[config.mk]
export PLATFORM = sky130hd
export DESIGN_NAME = spi_alu_responder
export DESIGN_NICKNAME = d
export VERILOG_FILES = /design/src/rtl/spi_alu_pkg.sv /design/src/rtl/spi_pin_sync.sv /design/src/rtl/spi_alu_responder.sv
export SDC_FILE = /design/constraint.sdc
export NUM_CORES = 1
export LEC_CHECK = 0
export CORE_AREA = 2 2 135 137
export DETAILED_ROUTE_END_ITERATION = 10
export DIE_AREA = 0 0 137 139
export PLACE_DENSITY = 0.74
export SLEW_MARGIN = 20
export SYNTH_ARGS = -nofsm -noshare
export SYNTH_HDL_FRONTEND = slang
export SYNTH_SLANG_ARGS = --single-unit
[constraint.sdc]
create_clock -name i_clk -period 7.9 [get_ports i_clk]
set_clock_uncertainty 0.2 [all_clocks]
set_input_delay 1.975 -clock i_clk [delete_from_list [all_inputs] [get_ports i_clk]]
set_output_delay 1.975 -clock i_clk [all_outputs]
set_load 0.01 [all_outputs]
[src/rtl/spi_alu_pkg.sv]
// ============================================================================
// Module      : spi_alu_pkg
// Description : Shared opcode/state types and frame sizing for the SPI ALU link.
// Revision    : 1.0 - initial release
// ============================================================================
`default_nettype none

package spi_alu_pkg;

    localparam int OPCODE_W = 2;

    typedef enum logic [1:0] {
        OP_ADD = 2'b00,
        OP_SUB = 2'b01,
        OP_AND = 2'b10,
        OP_OR  = 2'b11
    } opcode_e;

    typedef enum logic [2:0] {
        ST_IDLE   = 3'd0,
        ST_RX_OP  = 3'd1,
        ST_RX_A   = 3'd2,
        ST_RX_B   = 3'd3,
        ST_CALC   = 3'd4,
        ST_TX_RES = 3'd5,
        ST_DONE   = 3'd6
    } state_e;

    // Total sclk cycles of one frame: opcode + two operands in, one result out.
    function automatic int frame_len(input int data_w);
        return OPCODE_W + 3 * data_w;
    endfunction

endpackage

`default_nettype wire

[src/rtl/spi_pin_sync.sv]
// ============================================================================
// Module      : spi_pin_sync
// Description : Synchronizes SPI pins to clk and detects sclk/cs_n edges.
// Revision    : 1.0 - initial release
// ============================================================================
`default_nettype none

module spi_pin_sync #(
    parameter int SYNC_STAGES = 2
) (
    input  logic i_clk,
    input  logic i_rst,
    input  logic i_sclk,
    input  logic i_cs_n,
    input  logic i_mosi,
    output logic o_sclk_rise,
    output logic o_sclk_fall,
    output logic o_cs_n,
    output logic o_cs_fall,
    output logic o_cs_rise,
    output logic o_mosi
);

    logic [SYNC_STAGES-1:0] r_sclk_sync;
    logic [SYNC_STAGES-1:0] r_cs_sync;
    logic [SYNC_STAGES-1:0] r_mosi_sync;
    logic                   r_sclk_prev;
    logic                   r_cs_prev;

    always_ff @(posedge i_clk or posedge i_rst) begin
        if (i_rst) begin
            r_sclk_sync <= '0;
            r_cs_sync   <= '1;
            r_mosi_sync <= '0;
            r_sclk_prev <= 1'b0;
            r_cs_prev   <= 1'b1;
        end else begin
            r_sclk_sync <= {r_sclk_sync[SYNC_STAGES-2:0], i_sclk};
            r_cs_sync   <= {r_cs_sync[SYNC_STAGES-2:0], i_cs_n};
            r_mosi_sync <= {r_mosi_sync[SYNC_STAGES-2:0], i_mosi};
            r_sclk_prev <= r_sclk_sync[SYNC_STAGES-1];
            r_cs_prev   <= r_cs_sync[SYNC_STAGES-1];
        end
    end

    assign o_sclk_rise = ~r_sclk_prev &  r_sclk_sync[SYNC_STAGES-1];
    assign o_sclk_fall =  r_sclk_prev & ~r_sclk_sync[SYNC_STAGES-1];
    assign o_cs_n      =  r_cs_sync[SYNC_STAGES-1];
    assign o_cs_fall   =  r_cs_prev & ~r_cs_sync[SYNC_STAGES-1];
    assign o_cs_rise   = ~r_cs_prev &  r_cs_sync[SYNC_STAGES-1];
    assign o_mosi      =  r_mosi_sync[SYNC_STAGES-1];

endmodule

`default_nettype wire

[src/rtl/spi_alu_responder.sv]
// ============================================================================
// Module      : spi_alu_responder
// Description : SPI mode-0 slave that receives op/A/B and shifts back the result.
// Revision    : 1.0 - initial release
// ============================================================================
`default_nettype none

module spi_alu_responder
    import spi_alu_pkg::*;
#(
    parameter int DATA_W      = 32,
    parameter int SYNC_STAGES = 2
) (
    input  logic              i_clk,
    input  logic              i_rst,
    input  logic              i_sclk,
    input  logic              i_cs_n,
    input  logic              i_mosi,
    output logic              o_miso,
    output logic              o_miso_oe,
    output logic              o_busy,
    output logic              o_done,
    output logic              o_frame_err,
    output logic [DATA_W-1:0] o_last_result
);

    localparam int CNT_W = $clog2(DATA_W + 1);
    localparam logic [CNT_W-1:0] c_op_last   = CNT_W'(OPCODE_W - 1);
    localparam logic [CNT_W-1:0] c_word_last = CNT_W'(DATA_W - 1);

    logic w_sclk_rise, w_sclk_fall, w_cs_n, w_cs_fall, w_cs_rise, w_mosi;

    state_e                r_state, w_next_state;
    logic [CNT_W-1:0]      r_cnt;
    logic [OPCODE_W-1:0]   r_op;
    logic [DATA_W-1:0]     r_a, r_b, r_res, r_sh, r_last_result;
    logic [DATA_W-1:0]     w_alu;
    logic                  r_miso, r_done, r_frame_err;
    logic                  w_abort, w_phase_last, w_busy;

    spi_pin_sync #(
        .SYNC_STAGES (SYNC_STAGES)
    ) u_pin_sync (
        .i_clk       (i_clk),
        .i_rst       (i_rst),
        .i_sclk      (i_sclk),
        .i_cs_n      (i_cs_n),
        .i_mosi      (i_mosi),
        .o_sclk_rise (w_sclk_rise),
        .o_sclk_fall (w_sclk_fall),
        .o_cs_n      (w_cs_n),
        .o_cs_fall   (w_cs_fall),
        .o_cs_rise   (w_cs_rise),
        .o_mosi      (w_mosi)
    );

    // Deasserting cs_n mid-frame wins over any coincident sclk edge.
    assign w_abort = w_cs_n &&
                     (r_state inside {ST_RX_OP, ST_RX_A, ST_RX_B, ST_CALC, ST_TX_RES});
    assign w_phase_last = (r_cnt == ((r_state == ST_RX_OP) ? c_op_last : c_word_last));

    always_ff @(posedge i_clk or posedge i_rst) begin
        if (i_rst) begin
            r_state <= ST_IDLE;
        end else begin
            r_state <= w_next_state;
        end
    end

    always_comb begin
        w_next_state = r_state;
        if (w_abort) begin
            w_next_state = ST_IDLE;
        end else begin
            case (r_state)
                ST_IDLE:   if (w_cs_fall)                   w_next_state = ST_RX_OP;
                ST_RX_OP:  if (w_sclk_rise && w_phase_last) w_next_state = ST_RX_A;
                ST_RX_A:   if (w_sclk_rise && w_phase_last) w_next_state = ST_RX_B;
                ST_RX_B:   if (w_sclk_rise && w_phase_last) w_next_state = ST_CALC;
                ST_CALC:                                    w_next_state = ST_TX_RES;
                ST_TX_RES: if (w_sclk_rise && w_phase_last) w_next_state = ST_DONE;
                ST_DONE:   if (w_cs_rise)                   w_next_state = ST_IDLE;
                default:                                    w_next_state = ST_IDLE;
            endcase
        end
    end

    always_comb begin
        w_busy    = (r_state != ST_IDLE);
        o_busy    = w_busy;
        o_miso_oe = w_busy;
    end

    always_comb begin
        w_alu = '0;
        case (opcode_e'(r_op))
            OP_ADD:  w_alu = r_a + r_b;
            OP_SUB:  w_alu = r_a - r_b;
            OP_AND:  w_alu = r_a & r_b;
            OP_OR:   w_alu = r_a | r_b;
            default: w_alu = '0;
        endcase
    end

    always_ff @(posedge i_clk or posedge i_rst) begin
        if (i_rst) begin
            r_cnt         <= '0;
            r_op          <= '0;
            r_a           <= '0;
            r_b           <= '0;
            r_res         <= '0;
            r_sh          <= '0;
            r_miso        <= 1'b0;
            r_done        <= 1'b0;
            r_frame_err   <= 1'b0;
            r_last_result <= '0;
        end else begin
            r_done      <= 1'b0;
            r_frame_err <= w_abort;

            if (r_state != w_next_state) begin
                r_cnt <= '0;
            end else if (w_sclk_rise &&
                         (r_state inside {ST_RX_OP, ST_RX_A, ST_RX_B, ST_TX_RES})) begin
                r_cnt <= r_cnt + CNT_W'(1);
            end

            if (!w_abort) begin
                case (r_state)
                    ST_RX_OP: if (w_sclk_rise) r_op <= {r_op[OPCODE_W-2:0], w_mosi};
                    ST_RX_A:  if (w_sclk_rise) r_a  <= {r_a[DATA_W-2:0], w_mosi};
                    ST_RX_B:  if (w_sclk_rise) r_b  <= {r_b[DATA_W-2:0], w_mosi};
                    ST_CALC: begin
                        r_res <= w_alu;
                        r_sh  <= w_alu;
                    end
                    ST_TX_RES: begin
                        if (w_sclk_fall) begin
                            r_miso <= r_sh[DATA_W-1];
                            r_sh   <= {r_sh[DATA_W-2:0], 1'b0};
                        end
                        if (w_sclk_rise && w_phase_last) begin
                            r_done        <= 1'b1;
                            r_last_result <= r_res;
                        end
                    end
                    default: ;
                endcase
            end

            // miso only carries data while the result is being shifted out.
            if (w_next_state != ST_TX_RES) begin
                r_miso <= 1'b0;
            end
        end
    end

    assign o_miso        = r_miso;
    assign o_done        = r_done;
    assign o_frame_err   = r_frame_err;
    assign o_last_result = r_last_result;

endmodule

`default_nettype wire
==> results.md <==
- After clock tree synthesis, the flow added hold-fix buffers numbering 0.
- The initial utilization of the core area, before any placement, comes to around 60%.
- Among all flip-flop cells after synthesis, the most frequent one is dfrtp_1.
- The min-delay analysis places its worst path in the category register to register.
- The proportion of synthesized chip area in sequential cells is a little over two fifths.
- Wire segments on met2 add up to 9860 um in the final route.
- The share of layout cells above drive strength 1 is roughly an eighth.
- The flow ran to the end, and the final reports show no timing, DRC or antenna violations.
- The cell count after synthesis came out at 1,105.
- During placement, the flow inserted port buffers numbering 41.
- On the critical path the largest part of the delay comes from simple AND/OR/NAND/NOR gates.
- The worst setup path is launched from a register.
- The critical path data arrival time is 5.02 ns.
- The number of antenna repair diodes is 0.
- The final design area excluding fillers is between 10,000 and 15,000 um^2.
- The relative slew slack is 35.4%.
- The final wirelength is roughly 23,000 um.
- Data on the critical path is required at its endpoint by just over 8 ns.
- The transition time at the pin with the least slew margin is between 0.9 and 1 ns.
- The wire length of the first global-routing pass is 38,300 um.
- Pin placement for this block handled 42 I/O pins.
- Across all setup checks in the final design, the least slack found is approximately 3.0 ns.
- In this run, synthesis produced a sequential element count of 182.
- Setup repair after global routing left no endpoint under its margin.
- The post-detailed-route DRC marker count is 0.
- Max-cap violations in this run came to 0.
- Yosys mapped a number of flops with a built-in enable equal to 0.
- The largest net degree at the start of global routing is 78.
- The post-CTS setup buffer count is 0.
- The endpoint of the most critical register-to-register path is r_sh[30].
- The critical path is of the register to register type.
- The count of cells resized by post-cts repair is 0.
- The clock slew seen by the registers of the worst setup and hold paths is 0.08 ns.
- The first-pass iteration count of the detailed router is 5.
- The number of pins with negative max-slew slack in the final report is 0.
- The non-filler instance count after layout is approximately 1,400.
- The highest fanout seen on the critical path is 6.
- The placeable core region is 17,700 um^2.
- The placement-stage worst setup slack is about 3.1 ns.
- The via-per-instance ratio is a little under 6.
- Including well taps, the total number of placed cells is approximately 1,300.
- The overall track demand over capacity in global routing is ~25%.
- The net count of the mapped netlist is 1,146.
- The detailed router finished its first iteration with 609 violations.
- The commonest non-fill, non-tap cell in the layout is nand2_1.
- The total of endpoints with negative setup slack in the final report is 0.
- The number of buffers created by CTS is 17.
- The row count is just under 50.
- The path with the worst hold slack has its endpoint at u_pin_sync.r_sclk_sync[1].
- The worst path in the final design needs a cycle of a little under 5 ns, including I/O delays and setup.
- The analysis attributes to cell leakage a power of ~5.5 nW.
- The cell with the largest stage delay on the worst path is or4_4.
- The placed wire-length estimate is 16,000 um.
- The die boundary height is around 140 um.
- The number of antenna violations at the first check in global routing is 0.
- The H-tree generated during clock tree synthesis spans 4 levels.
- Dividing the synthesized area by the synthesized cell count gives about 9.4 um^2.
- The signal on the critical path passes through or4_4 > nor4b_4 > nand2_1 > o41ai_1 > xor2_1 > ha_1 > nand3_1 > or3_1 > a2111oi_2 > nor3_2 > o21ai_0 > a21oi_1 > o21ai_1 > mux2_2 > a31oi_1.
- The startpoint identified for the worst register-to-register timing path is r_b[4].
- After detailed routing, the wire length on met1 is between 10,000 and 15,000 um.
- The net count of the finished layout is roughly 1,200.
- The cell area reported after detailed placement is roughly 11,000 um^2.
- The maximum resistive drop on vdd is between 0.1 and 0.15 mV.
- The count of clock tree sinks is roughly 180.
- The highest cell delay on the worst timing path is 0.59 ns.
- The floorplan step defined a die boundary enclosing 19,000 um^2.
- Detailed routing placed a total of 1170 um of wire on met3.
- In the layout the commonest cells are 204 x nand2_1, 178 x dfrtp_1, 77 x o21ai_0, 74 x a21oi_1, 72 x nor2_1.
- Of all flip-flops after synthesis, the portion carrying an async set or reset was 100%.
- In this run the remaining antenna-violating nets after routing total 0.
- The global route total overflow is 0.
- The share of the clock period used by the worst path is about 62%.
- The via count of the first global-routing pass is 7,527.
- Yosys mapped the design onto 76 distinct sky130hd cell types.
- The clock passes through at most 2 buffers.
- The maximum clock frequency is roughly 210 MHz.
- The congestion estimate from routability-driven global placement came to about 0.97.
- The clock latency reported for the late side of the worst-skew pair is 0.44 ns.
- The worst-case register-to-register setup slack is a little over 3 ns.
- The power per standard cell area is 188 nW/um^2.
- The final routed wire length divided by cell count is 16.9 um.
- The floorplan step set the die width to 137 um.
- The final-report hold violation count is 0.
- The buffering stage count on the worst path with inverters included is 0.
- STA classifies the critical path endpoint as a register.
- The number of warnings reported in the yosys synthesis log is 0.
- The cell at the root of the clock tree is clkbuf_16.
- The cell count of the worst hold path is 0.
- The launch instance of the worst min-delay path is u_pin_sync.r_sclk_sync[0].
- The total number of vias is 7,991.
- The mapped netlist covers approximately 10,000 um^2.
- Summed over all failing endpoints, the final setup total negative slack is 0 ns.
- The clock tree from TritonCTS is built.
- Relative to the synthesized area, the layout overhead comes to 10.7%.
- The worst-case reg-to-reg path depth is 15.
- Routed signal wires occupy layers up through met4.
## sequential cells by signal, indices dropped and copies added (netlist names), 2 cells and up
name                    count
o_last_result              32
r_a                        32
r_res                      32
u_pin_sync.r_mosi_sync      2
r_state                     3
u_pin_sync.r_cs_sync        2
r_op                        2
r_cnt                       6
r_sh                       32
r_b                        32
u_pin_sync.r_sclk_sync      2
## per-layer routing
metal  GRT usage (%)  vias up
met4            6.13        0
met2            35.7      236
met3            4.28       31
met1            39.7     3832
li1                -     3892
met5               0        -
## cell usage after synthesis (all sizes together), types with 7 or more instances
library cell	n	area, um^2
mux2	66	743
nor3	20	110
a31oi	7	43.8
o21a	15	113
dfrtp	179	4480
xor2	29	254
buf	18	118
nor2	73	274
maj3	23	230
and3	9	56.3
nor3b	10	75.1
o21ai	79	395
o31ai	12	104
or3	8	52.6
xnor2	28	245
nand2b	9	56.3
ha	35	438
mux2i	9	90.1
o211ai	13	97.6
a21o	16	121
a211oi	9	67.6
inv	22	82.6
clkbuf	47	204
nand2	204	766
a21oi	75	379
nand3	18	90.1
nand4	7	50.1
## power breakdown
group	leakage, nW	internal [mW]	switching (mW)	total [mW]
Sequential	2.52	0.939	0.0370	0.976
Combinational	2.67	0.0939	0.184	0.278
Clock	0.305	0.488	0.416	0.904
## final cells by class
cell class	instances	area, um^2
multi-input combinational	836	5420
sequential	182	4560
clock buffer	17	425
clock inverter	15	205
tap	229	287
inverter	22	87.6
timing repair buffer	52	493
fill	1469	6180
## cell families (layout without fill, tap and decap cells)
family / Yosys count / count (layout) / share of synthesized area, %
buf+inv: 87 / 106 / 3.90
compound gates: 259 / 259 / 15.6
simple gates: 386 / 386 / 17.0
flops: 182 / 182 / 43.9
xor+xnor: 57 / 57 / 4.81
fa+ha+maj: 59 / 59 / 6.63
mux: 75 / 75 / 8.03
## worst max path at each step
stage,startpoint,end,slack [ns],cells after the start
2_1_floorplan,i_rst,o_done,0.79,1
3_3_place_gp,r_b[4],r_res[31],3.23,17
3_5_place_dp,r_b[4],r_sh[30],3.12,15
4_1_cts,r_b[4],r_sh[30],3.06,15
5_1_grt,r_b[2],r_sh[30],2.62,15
6_report,r_b[4],r_sh[30],3.03,15
## through the flow
stage          power [mW]  utilization, %  hold WS [ns]
2_1_floorplan        1.21               -         0.131
3_3_place_gp         1.26            61.4         0.133
3_5_place_dp         1.27            61.4         0.136
4_1_cts              2.17            65.0         0.152
5_1_grt              2.25            65.0         0.157
6_report             2.16            65.0         0.151
(Power assumes the default switching activity.)
